File: src/rtl/cnna_mul_arb_pkg.sv
// Shared defaults, id-width helper and saturation limits for the shared-multiplier arbiter.
// The optional CNNA_MUL_ARB_SAT_EN build of cnna_mul_arb uses satMax/satMin from here.
package cnna_mul_arb_pkg;

    localparam int DEF_N_REQ  = 4;
    localparam int DEF_DIN0_W = 13;
    localparam int DEF_DIN1_W = 5;
    localparam int DEF_DOUT_W = 13;

    // A single requester id bit is still needed when there are only two requesters.
    function automatic int idWidth(input int n);
        return (n <= 2) ? 1 : $clog2(n);
    endfunction

    function automatic logic signed [63:0] satMax(input int w);
        return (64'sd1 <<< (w - 1)) - 64'sd1;
    endfunction

    function automatic logic signed [63:0] satMin(input int w);
        return -(64'sd1 <<< (w - 1));
    endfunction

endpackage

File: src/rtl/cnna_mul_arb_rr.sv
// Round-robin grant for the shared multiplier: search starts at r_ptr and wraps,
// r_ptr moves just past the winner and holds when nobody is granted.
module cnna_mul_arb_rr
    import cnna_mul_arb_pkg::*;
#(
    parameter int N_REQ = DEF_N_REQ
) (
    input  logic                       i_clk,
    input  logic                       i_rst,
    input  logic [N_REQ-1:0]           i_valid,
    input  logic                       i_enable,
    output logic [N_REQ-1:0]           o_grant,
    output logic [idWidth(N_REQ)-1:0]  o_idx
);

    localparam int ID_W = idWidth(N_REQ);

    logic [ID_W-1:0] r_ptr;
    logic [ID_W-1:0] w_cand;
    logic [ID_W-1:0] w_idx;
    logic            w_found;

    always_comb begin
        w_found = 1'b0;
        w_idx   = '0;
        w_cand  = '0;
        o_grant = '0;
        for (int k = 0; k < N_REQ; k++) begin
            w_cand = ID_W'((int'(r_ptr) + k) % N_REQ);
            if (!w_found && i_valid[w_cand]) begin
                w_found = 1'b1;
                w_idx   = w_cand;
            end
        end
        if (i_enable && w_found) begin
            o_grant[w_idx] = 1'b1;
        end
    end

    assign o_idx = w_idx;

    always_ff @(posedge i_clk) begin
        if (i_rst) begin
            r_ptr <= '0;
        end else if (i_enable && w_found) begin
            r_ptr <= (w_idx == ID_W'(N_REQ - 1)) ? '0 : w_idx + 1'b1;
        end
    end

endmodule

File: src/rtl/cnna_mul_arb.sv
// N requesters share one signed x unsigned multiplier behind a single output register.
// Define CNNA_MUL_ARB_SAT_EN to saturate the product to DOUT_W instead of wrapping.
module cnna_mul_arb
    import cnna_mul_arb_pkg::*;
#(
    parameter int N_REQ  = DEF_N_REQ,
    parameter int DIN0_W = DEF_DIN0_W,
    parameter int DIN1_W = DEF_DIN1_W,
    parameter int DOUT_W = DEF_DOUT_W
) (
    input  logic                       ap_clk,
    input  logic                       ap_rst,
    input  logic [N_REQ-1:0]           req_valid,
    output logic [N_REQ-1:0]           req_ready,
    input  logic [N_REQ*DIN0_W-1:0]    req_din0,
    input  logic [N_REQ*DIN1_W-1:0]    req_din1,
    output logic                       res_valid,
    input  logic                       res_ready,
    output logic [DOUT_W-1:0]          res_dout,
    output logic [idWidth(N_REQ)-1:0]  res_id
);

    localparam int ID_W   = idWidth(N_REQ);
    localparam int PROD_W = DIN0_W + DIN1_W + 1;

    logic                     r_valid;
    logic [DOUT_W-1:0]        r_dout;
    logic [ID_W-1:0]          r_id;
    logic                     w_enable;
    logic [N_REQ-1:0]         w_grant;
    logic [ID_W-1:0]          w_idx;
    logic [DIN0_W-1:0]        w_din0;
    logic [DIN1_W-1:0]        w_din1;
    logic signed [PROD_W-1:0] w_a;
    logic signed [PROD_W-1:0] w_b;
    logic signed [PROD_W-1:0] w_prod;
    logic [DOUT_W-1:0]        w_dout;

    // A new operand pair may enter only if the output slot frees up on this edge.
    assign w_enable = (!r_valid || res_ready) && !ap_rst;

    cnna_mul_arb_rr #(
        .N_REQ (N_REQ)
    ) u_rr (
        .i_clk    (ap_clk),
        .i_rst    (ap_rst),
        .i_valid  (req_valid),
        .i_enable (w_enable),
        .o_grant  (w_grant),
        .o_idx    (w_idx)
    );

    assign req_ready = w_grant;

    always_comb begin
        w_din0 = '0;
        w_din1 = '0;
        for (int i = 0; i < N_REQ; i++) begin
            if (w_grant[i]) begin
                w_din0 = req_din0[i*DIN0_W +: DIN0_W];
                w_din1 = req_din1[i*DIN1_W +: DIN1_W];
            end
        end
    end

    // din1 is zero-extended by one bit so the product is computed fully signed.
    assign w_a    = PROD_W'($signed(w_din0));
    assign w_b    = PROD_W'($signed({1'b0, w_din1}));
    assign w_prod = w_a * w_b;

`ifdef CNNA_MUL_ARB_SAT_EN
    localparam logic signed [PROD_W-1:0] P_MAX = PROD_W'(satMax(DOUT_W));
    localparam logic signed [PROD_W-1:0] P_MIN = PROD_W'(satMin(DOUT_W));

    always_comb begin
        w_dout = DOUT_W'(w_prod);
        if (w_prod > P_MAX) begin
            w_dout = DOUT_W'(P_MAX);
        end else if (w_prod < P_MIN) begin
            w_dout = DOUT_W'(P_MIN);
        end
    end
`else
    assign w_dout = DOUT_W'(w_prod);
`endif

    always_ff @(posedge ap_clk) begin
        if (ap_rst) begin
            r_valid <= 1'b0;
            r_dout  <= '0;
            r_id    <= '0;
        end else if (|w_grant) begin
            r_valid <= 1'b1;
            r_dout  <= w_dout;
            r_id    <= w_idx;
        end else if (res_ready) begin
            r_valid <= 1'b0;
        end
    end

    assign res_valid = r_valid;
    assign res_dout  = r_dout;
    assign res_id    = r_id;

endmodule

File: config.mk
export PLATFORM = sky130hd
export DESIGN_NAME = cnna_mul_arb
export DESIGN_NICKNAME = d
export VERILOG_FILES = /design/src/rtl/cnna_mul_arb_pkg.sv /design/src/rtl/cnna_mul_arb_rr.sv /design/src/rtl/cnna_mul_arb.sv
export SDC_FILE = /design/constraint.sdc
export NUM_CORES = 1
export LEC_CHECK = 0
export CAP_MARGIN = 10
export CORE_MARGIN = 3
export CORE_UTILIZATION = 47
export CTS_CLUSTER_SIZE = 25
export DETAILED_ROUTE_END_ITERATION = 16
export GPL_ROUTABILITY_DRIVEN = 0
export PLACE_DENSITY = 0.85
export SLEW_MARGIN = 20
export SYNTH_ARGS = -nofsm -noshare
export SYNTH_HDL_FRONTEND = slang
export SYNTH_SLANG_ARGS = --single-unit
export TNS_END_PERCENT = 10
File: constraint.sdc
create_clock -name ap_clk -period 7.8 [get_ports ap_clk]
set_input_delay 1.17 -clock ap_clk [delete_from_list [all_inputs] [get_ports ap_clk]]
set_output_delay 1.17 -clock ap_clk [all_outputs]
set_load 0.05 [all_outputs]
-- Word level (Yosys, flattened, before mapping)
Index checks and enable logic that the tools add are counted.
- add/sub/neg operators: 4
- multiply operators: 1
- div/mod/pow operators: 0
- $lt $le $gt $ge: 6
- equal/unequal tests: 1
- shift operators: 0
- mux-type cells: 30
- bitwise operators: 0
- reduce and logical (&&, ||, !) cells: 14
- operators by type and width (operator ; count):
    2-to-1 mux 13 bit ; 4
    2-to-1 mux 5 bit ; 4
    less-than comparator 2 x 3 -> 1 bit (second input constant) ; 5
    multiplier 13 x 6 -> 13 bit ; 1
    2-to-1 mux 1 bit ; 11
    2-to-1 mux 2 bit ; 5
    binary-select mux 1 bit (select 2 bit) ; 4
    logical AND 1 bit ; 6
    zero test 1 bit ; 5
    adder 2 x 1 -> 2 bit (second input constant) ; 2
    adder 2 bit (second input constant) ; 2
    2-to-1 mux 4 bit ; 1
    OR reduction 4 bit ; 1
    demux 1 bit (select 2 bit) ; 1
    equality test 2 bit (second input constant) ; 1
    greater-or-equal comparator 2 x 1 -> 1 bit (second input constant) ; 1
    nonzero test 2 bit ; 1
    logical OR 1 bit ; 1
- register bits after elaboration: 18
- bits in latches: 0
- RAM bits: 0
- memory bits (read-only): 0
- output and inout port bits: 20
- word-level logic and storage cells: 60
- memories: 0

-- Logic depth before layout (Yosys ltp)
Gate-level depths: netlist of the first run.
- depth after elaboration: 22
- depth in mapped cells: 29
- depth with buffers taken out: 27

-- Modules after synthesis
From an unflattened synthesis of the first run, not the netlist that was laid out.
- cells, all modules: 374
- area total of the unflattened synthesis: 2930.3 µm²
- by module, submodules not included (module ; times used ; cells an instance ; area an instance (µm²) ; seq. area each (µm²)):
    cnna_mul_arb ; 1 ; 340 ; 2657.5 ; 320.3
    cnna_mul_arb_rr ; 1 ; 34 ; 272.8 ; 40.0

-- Least setup slack after synthesis of the first run
OpenSTA, ideal clock, no wires.
- path kind: input -> register
- start point: in req_valid[0]
- end point: reg r_dout[12], in the netlist res_dout[12]
- library setup time: 0.124 ns
- arrival: 6.321 ns
- path slack: 1.355 ns
- stages: 28
- cells stage by stage: inv_1 -> nor2_1 -> a21oi_1 -> nor2_1 -> a221oi_1 -> nor2b_1 -> ha_1 -> buf_2 -> buf_2 -> buf_1 -> clkbuf_1 -> a21oi_1 -> o21ai_0 -> nand3_1 -> nor2_1 -> fa_1 -> fa_1 -> inv_1 -> fa_1 -> inv_1 -> ha_1 -> o21a_1 -> o21ai_0 -> nand2b_1 -> a31o_2 -> a21oi_1 -> xor2_1 -> a211oi_2
- cells in the longest elaborated chain, start to end: 22
- elaborated cells on any way between the ends: 39
- those cells by class: 1 x mul; 2 x order compare; 27 x mux; 9 x reduce/logical
- ends and longest elaborated chain (element ; RTL line ; text):
    start, declared ; cnna_mul_arb.sv:13 ; input logic [N_REQ-1:0] req_valid,
    binary-select mux 1 bit (select 2 bit) ; cnna_mul_arb_rr.sv:30 ; if (!w_found && i_valid[w_cand]) begin
    2-to-1 mux 1 bit (not written as such) ; cnna_mul_arb_rr.sv:30 ;
    2-to-1 mux 1 bit ; cnna_mul_arb_rr.sv:30 ;
    zero test 1 bit ; cnna_mul_arb_rr.sv:30 ;
    logical AND 1 bit ; cnna_mul_arb_rr.sv:30 ;
    2-to-1 mux 1 bit ; cnna_mul_arb_rr.sv:30 ;
    zero test 1 bit ; cnna_mul_arb_rr.sv:30 ;
    logical AND 1 bit ; cnna_mul_arb_rr.sv:30 ;
    [... 4 more ...] ; n/a ;
    named net u_rr.o_idx[0] ; cnna_mul_arb_rr.sv:13 ; output logic [idWidth(N_REQ)-1:0] o_idx
    less-than comparator 2 x 3 -> 1 bit (not written as such) or greater-or-equal comparator 2 x 1 -> 1 bit (tied branches) ; cnna_mul_arb_rr.sv:36 ; o_grant[w_idx] = 1'b1;
    logical AND 1 bit (not written as such) ; cnna_mul_arb_rr.sv:36 ;
    2-to-1 mux 1 bit (not written as such) ; cnna_mul_arb_rr.sv:36 ;
    demux 1 bit (select 2 bit) (*) ; n/a ;
    2-to-1 mux 4 bit (*) ; cnna_mul_arb_rr.sv:35 ; if (i_enable && w_found) begin
    2-to-1 mux 13 bit or 2-to-1 mux 5 bit (tied branches) (4 in series) ; cnna_mul_arb.sv:59 ; if (w_grant[i]) begin
    multiplier 13 x 6 -> 13 bit ; cnna_mul_arb.sv:69 ; assign w_prod = w_a * w_b;
    end signal, assigned ; cnna_mul_arb.sv:94 ; r_dout <= w_dout;
    end, declared ; cnna_mul_arb.sv:27 ; logic [DOUT_W-1:0] r_dout;
The timed path passes the listed nets; every way through them passes the cells marked *. The select of a mux whose other input is x is not followed.
A chain may end at the register's enable or synchronous reset.

-- Worst setup path in the final report of the first run
- start point: in req_valid[1]
- end point: reg r_dout[11], in the netlist res_dout[11]
Same word-level chain as after synthesis.

==> flow_metrics.py, run 1 <==
metrics = {
    "outcome": {
        "status": "complete, no violations",
    },
    "synth": {
        "postSynth.topFlopCell": "dfxtp_1",
        "synthMostInstantiatedCell": "nand2_1",
        "area_share_of_the_leading_cell_type_in_the_synthesized_netlist_pct": 17.6,
        "synth.ff_latch_count": 18,
        "yosys.cell_types.count": 46,
        "syn-mean-instance-area_sq_um": 7.06,
        "number_of_enable_type_register_cells_in_the_synthesized_netlist": 0,
        "yosys-top-cells-count": "nand2_1, nor2_1, inv_1",
        "ys_seq_area_share_pct": 12.2,
        "postSynthCellCount": 419,
        "syn_nets": 550,
        "synthesized_area_sq_um": 2960,
        "asyncSetResetFlopFracSynth_pct": 0,
        "cells_taking_the_most_area_after_synthesis": "fa_1, dfxtp_1, ha_1, nand2_1, nor2_1",
        "synth.yosys.warnings": 0,
        "yosys.area.top_type": "fa_1",
    },
    "pwr": {
        "intPower_w": 0.000478,
        "pwr_density_cell_nw_per_um2": 258,
        "comb_power_share_pct": 80.1,
        "switching_share_pct": 54.2,
        "p_seq_share_pct": 12.8,
        "total_switching_power_w": 0.000565,
        "power.ir.vdd_worst_v": 0.000182,
        "p_clk_share_pct": 7.1,
        "leakagePower_nw": 1.72,
    },
    "floorplan": {
        "floorplan.rows": 28,
        "io_pins": 99,
        "dieArea_sq_um": 7280,
        "die_y_microns": 85.3,
        "fp.dieW_microns": 85.3,
        "starting_utilization_of_the_core_area_pct": 49.4,
        "core_region_area_sq_um": 5990,
    },
    "critical_path": {
        "critPathSlowestCell": "o211ai_1",
        "cp_delay_by_family_top": "compound AO/OA/AOI/OAI gates",
        "critical_path.startpoint_type": "primary input",
        "cp_data_arrival_time_ns": 7.46,
        "critical_path_buf_inv_count": 5,
        "critical-path-max-stage-delay_ns": 0.86,
        "critical_path_class": "primary input to flop",
        "critical_path.max_fanout": 13,
        "worst-endpoint-required_ns": 7.97,
        "nature_of_the_critical_path_endpoint": "flop",
    },
    "finish": {
        "antenna-diode-count": 0,
        "drive_above_1_share_pct": 4.16,
        "fillcell_total": 503,
        "post_layout_nonfiller_instances": 580,
        "design.final.nets": 637,
        "area_growth_syn_to_layout_pct": 36.7,
    },
    "global_routing": {
        "grt.total_usage_pct": 25.0,
        "number_of_antenna_violations_at_the_first_check_in_global_routing": 0,
        "overflow": 0,
        "largest_net_degree_at_the_start_of_global_routing": 39,
        "global_route_wire_length_before_repair_microns": 14900,
        "vias_in_the_first_global_route": 3193,
    },
    "place": {
        "dp_cells": 576,
        "dp_hpwl_microns": 7140,
        "buffer_ports.inserted": 98,
    },
    "cts": {
        "cts_root_buffer": "clkbuf_8",
        "tritoncts": "built",
        "clkSlewWorstSetupHoldPaths_ns": 0.07,
        "post_cts_resized": 0,
        "number_of_sinks_on_the_clock_net": 18,
        "cts_inserted_buffers": 3,
        "cts_buffer_depth": 2,
        "ctsHoldBuffers": 0,
        "post-cts-setup-buffers": 0,
        "htree_levels": 1,
        "worst_skew_pair.late_latency_ns": 0.25,
    },
    "timing": {
        "relSlewSlack_pct": 29.1,
        "shortest_period_the_worst_path_allows_ns": 7.29,
        "post-route-period-util_pct": 93.4,
        "tightestPinTransition_ns": 1.06,
        "rsz0062_at_grt": "false",
        "maxSlewViolCount": 0,
        "fin_setup_tns_ns": 0,
        "timing.final.hold_violations": 0,
        "max_clock_freq_mhz": 137,
        "finClkSkew_ns": 0.000927,
        "finalSetupViolCount": 0,
    },
    "hold_path": {
        "min-delay-path-class": "flop to flop",
    },
    "route": {
        "drt_pass1_iterations": 5,
        "detailedRoute.firstIterationViolations": 130,
        "post-route-drc-count": 0,
        "drtAntennaViolNets": 0,
        "totalWireLength_microns": 8610,
        "vias": 3085,
        "vias_per_cell": 5.32,
        "drt-wirelength-per-cell_microns": 14.8,
    },
    "job": {
        "drv_cap": 0,
    },
}
[sequential cells by signal, indices dropped and copies added (netlist names)]
| register | cells |
|---|---|
| res_valid | 1 |
| u_rr.r_ptr | 2 |
| res_dout | 13 |
| res_id | 2 |
[per-layer routing]
metal | up-vias | part of all wire [%] | track usage (%)
li1 | 1520 | - | -
met1 | 1450 | 41 | 32.3
met2 | 91 | 51 | 43.4
met3 | 24 | 4.3 | 2.14
met4 | 0 | 3.0 | 8.92
met5 | - | 0 | 0
[final timing paths]
kind / start / to / slack [ns] / depth (start not counted)
max reg2reg: u_rr.r_ptr[0] / res_dout[11] / 1.60 / 24
min: res_dout[9] / res_dout[9] / 0.46 / 2
min reg2reg: res_dout[9] / res_dout[9] / 0.46 / 2
max: req_valid[1] / res_dout[11] / 0.51 / 25
[cells in the final DEF (no fill, tap or decap), types with 2 or more instances in the layout]
cell type / synthesis / routed
nand2_1: 67 / 67
dfxtp_1: 18 / 18
o211ai_1: 5 / 5
or2_2: 3 / 3
clkdlybuf4s50_1: 0 / 98
nor2_1: 62 / 62
ha_1: 26 / 26
buf_4: 0 / 7
a21oi_1: 34 / 34
o21ai_1: 3 / 3
inv_1: 46 / 46
and2_1: 4 / 4
o21ai_0: 28 / 28
nand2b_1: 4 / 4
clkbuf_8: 0 / 4
nand3_1: 12 / 12
xnor3_1: 2 / 2
fa_1: 26 / 26
nor2b_1: 17 / 17
a21o_1: 3 / 3
xor2_1: 4 / 4
xnor2_1: 7 / 7
a211oi_1: 3 / 3
[worst reg2reg max path, cell delays in order (launching register included)]
cell,delay (ns)
dfxtp_1,0.41
nor2_1,0.10
a21oi_1,0.14
nor2_1,0.05
a221oi_1,0.26
nor2b_1,0.31
inv_1,0.11
ha_1,0.22
or2_1,0.24
o211ai_1,0.86
nor2_1,0.13
fa_1,0.53
inv_1,0.06
fa_1,0.48
fa_1,0.56
inv_1,0.04
ha_1,0.32
a21o_1,0.17
a21oi_1,0.23
o21bai_1,0.10
a21oi_1,0.20
o21ai_0,0.15
xor2_1,0.20
nand2_1,0.07
a21oi_1,0.17
[cells by family (layout without fill, tap and decap cells)]
group,count (synthesis),in the layout,share of synthesized area [%]
AOI/OAI and AO/OA,88,88,17.2
xor gates and xnor gates,13,13,4.78
adders and majority gates,52,52,28.6
buffers and inverters,69,155,9.09
DFF,18,18,12.2
muxes,1,1,0.338
and+or+nand+nor,178,178,27.8
[metrics by stage]
| stage | power (W) | util (%) | setup slack [ns] | hold slack [ns] | cell area [sq um] |
|---|---|---|---|---|---|
| floorplan | 0.000726 | - | 1.36 | 0.487 | 2960 |
| global placement | 0.000944 | 66.6 | 0.592 | 0.443 | 3990 |
| detailed placement | 0.000963 | 66.6 | 0.300 | 0.448 | 3990 |
| CTS | 0.00105 | 67.5 | 0.530 | 0.458 | 4040 |
| global route | 0.00115 | 67.5 | 0.141 | 0.485 | 4040 |
| finish | 0.00104 | 67.5 | 0.511 | 0.455 | 4040 |
[power by group through the flow]
stage	clock (W)	combinational (W)	sequential [W]
finish	0.0000744	0.000836	0.000133
global route	0.0000806	0.000931	0.000136
CTS	0.0000765	0.000837	0.000133
detailed placement	0	0.000828	0.000134
global placement	0	0.000810	0.000134
floorplan	0	0.000526	0.000200
[cell type report]
cell class	instances	area (sq um)	area share, %
Multi-Input combinational cell	332	2330	57.6
Timing Repair Buffer	105	1030	25.6
Sequential cell	18	360	8.91
Inverter	46	173	4.27
Tap cell	75	93.8	2.32
Clock buffer	4	55.1	1.36
(Power assumes the default switching activity.)
==> run 2, diff against run 1 <==
--- a/config.mk
+++ b/config.mk
@@ -8,6 +8,7 @@
 export CAP_MARGIN = 10
 export CORE_MARGIN = 3
 export CORE_UTILIZATION = 47
+export CTS_CLUSTER_DIAMETER = 80
 export CTS_CLUSTER_SIZE = 25
 export DETAILED_ROUTE_END_ITERATION = 16
 export GPL_ROUTABILITY_DRIVEN = 0
==> results of run 2 <==
No change in the layout: final DEF, timing and power equal those of run 1.
==> run 3, diff against run 2 <==
--- a/config.mk
+++ b/config.mk
@@ -5,13 +5,11 @@
 export SDC_FILE = /design/constraint.sdc
 export NUM_CORES = 1
 export LEC_CHECK = 0
-export CAP_MARGIN = 10
 export CORE_MARGIN = 3
 export CORE_UTILIZATION = 47
 export CTS_CLUSTER_DIAMETER = 80
 export CTS_CLUSTER_SIZE = 25
 export DETAILED_ROUTE_END_ITERATION = 16
-export GPL_ROUTABILITY_DRIVEN = 0
 export PLACE_DENSITY = 0.85
 export SLEW_MARGIN = 20
 export SYNTH_ARGS = -nofsm -noshare
==> flow_metrics.py, run 3 (same netlist as run 1, synthesis figures left out) <==
metrics = {
    "route": {
        "vias_per_cell": 5.34,
        "post-route-drc-count": 0,
        "drt-wirelength-per-cell_microns": 14.9,
        "vias": 3111,
        "drtAntennaViolNets": 0,
        "totalWireLength_microns": 8680,
        "drt_pass1_iterations": 4,
        "detailedRoute.firstIterationViolations": 164,
    },
    "cts": {
        "cts_inserted_buffers": 3,
        "post_cts_resized": 0,
        "tritoncts": "built",
        "htree_levels": 1,
        "worst_skew_pair.late_latency_ns": 0.25,
        "cts_root_buffer": "clkbuf_8",
        "post-cts-setup-buffers": 0,
        "number_of_sinks_on_the_clock_net": 18,
        "cts_buffer_depth": 2,
        "ctsHoldBuffers": 0,
        "clkSlewWorstSetupHoldPaths_ns": 0.07,
    },
    "finish": {
        "fillcell_total": 482,
        "drive_above_1_share_pct": 4.72,
        "antenna-diode-count": 0,
        "most_frequent_standard_cell_in_the_layout_excluding_fill_and_tap_cells": "clkdlybuf4s50_1",
        "design.final.nets": 640,
        "layout.cells.most_common_list": "clkdlybuf4s50_1, nand2_1, nor2_1",
        "flip_flop_count_of_the_largest_register_after_layout": 13,
        "area_growth_syn_to_layout_pct": 37.5,
    },
    "critical_path": {
        "critical_path_class": "primary input to flop",
        "cp_data_arrival_time_ns": 7.33,
        "worst-endpoint-required_ns": 7.91,
        "nature_of_the_critical_path_endpoint": "flop",
        "rrSetupSlack_ns": 1.69,
        "critical_path.startpoint_type": "primary input",
        "critical_path.max_fanout": 23,
    },
    "pwr": {
        "pwr_density_cell_nw_per_um2": 258,
        "leakagePower_nw": 1.73,
        "power.ir.vdd_worst_v": 0.000233,
    },
    "global_routing": {
        "number_of_antenna_violations_at_the_first_check_in_global_routing": 0,
        "global_route_wire_length_before_repair_microns": 14600,
        "largest_net_degree_at_the_start_of_global_routing": 39,
        "overflow": 0,
        "grt.total_usage_pct": 24.5,
        "vias_in_the_first_global_route": 3125,
    },
    "job": {
        "drv_cap": 0,
    },
    "floorplan": {
        "core_region_area_sq_um": 5990,
        "io_pins": 99,
        "floorplan.rows": 28,
        "die_y_microns": 85.3,
        "fp.dieW_microns": 85.3,
        "starting_utilization_of_the_core_area_pct": 49.4,
        "dieArea_sq_um": 7280,
    },
    "hold_path": {
        "min-delay-path-class": "flop to flop",
    },
    "place": {
        "dp_hpwl_microns": 7130,
        "globalplace.congestion": 0.901,
        "buffer_ports.inserted": 98,
    },
    "timing": {
        "shortest_period_the_worst_path_allows_ns": 7.22,
        "max_clock_freq_mhz": 138,
        "rsz0062_at_grt": "false",
        "finalSetupViolCount": 0,
        "finClkSkew_ns": 0.00142,
        "holdWs_ns": 0.454,
        "fin_setup_tns_ns": 0,
        "relSlewSlack_pct": 52.7,
        "tightestPinTransition_ns": 0.708,
        "timing.final.hold_violations": 0,
        "maxSlewViolCount": 0,
        "post-route-period-util_pct": 92.6,
    },
    "outcome": {
        "status": "complete, no violations",
    },
}
-- run 3: cell count changes in the layout (fill, tap and decap cells not counted), sizes merged --
cell / before / now
buf: 7 / 10
-- run 3: worst max-delay path, stage by stage --
cell	delay [ns]
clkdlybuf4s50_1	0.57
inv_1	0.09
a21oi_1	0.16
nor2_1	0.05
a221oi_1	0.28
nor2b_1	0.33
inv_1	0.12
ha_1	0.22
buf_4	0.20
nor2b_1	0.14
o21ai_0	0.15
nand3_1	0.39
nor2_1	0.28
fa_1	0.45
fa_1	0.49
inv_1	0.06
fa_1	0.53
inv_1	0.05
ha_1	0.34
o21a_1	0.18
o21ai_0	0.17
nand2b_1	0.10
a31o_2	0.24
a21oi_1	0.17
xor2_1	0.28
a211oi_2	0.11
-- run 3: layout make-up --
cell class / instances / area, sq um / share of cell area, %
repair buffers: 108 / 1060 / 26.0
flip-flops and latches: 18 / 360 / 8.86
inverters: 46 / 173 / 4.25
multi-input cells: 332 / 2330 / 57.3
well taps: 75 / 93.8 / 2.31
clock buffers: 4 / 55.1 / 1.35
-- run 3: final timing paths --
path / start / endpoint / cells after the start
setup reg to reg: u_rr.r_ptr[0] / res_dout[12] / 25
hold reg to reg: res_dout[8] / res_dout[8] / 2
setup / recovery: req_valid[1] / res_dout[12] / 26
hold / removal: res_dout[8] / res_dout[8] / 2
-- run 3: through the flow --
stage	setup WS (ns)	area, sq um	power, W	std cells	utilization [%]
5_1_grt	0.119	4070	0.00115	583	67.9
3_3_place_gp	0.498	4010	0.000946	579	67.0
3_5_place_dp	0.394	4010	0.000962	579	67.0
4_1_cts	0.642	4070	0.00105	583	67.9
2_1_floorplan	1.36	2960	0.000726	419	-
6_report	0.578	4070	0.00105	583	67.9
-- run 3: report_power, final --
part           total (W)  internal (W)  switching (W)  leakage (nW)
clock network  0.0000761     0.0000449      0.0000312        0.0288
registers       0.000132      0.000116      0.0000161         0.147
logic           0.000842      0.000328       0.000514          1.56
total            0.00105      0.000489       0.000561          1.73
-- run 3: layer usage --
layer  global-route usage, %  wire, microns
met1                    31.4           3640
met5                       0              0
met4                    6.47            138
met3                    2.33            397
met2                    44.1           4500
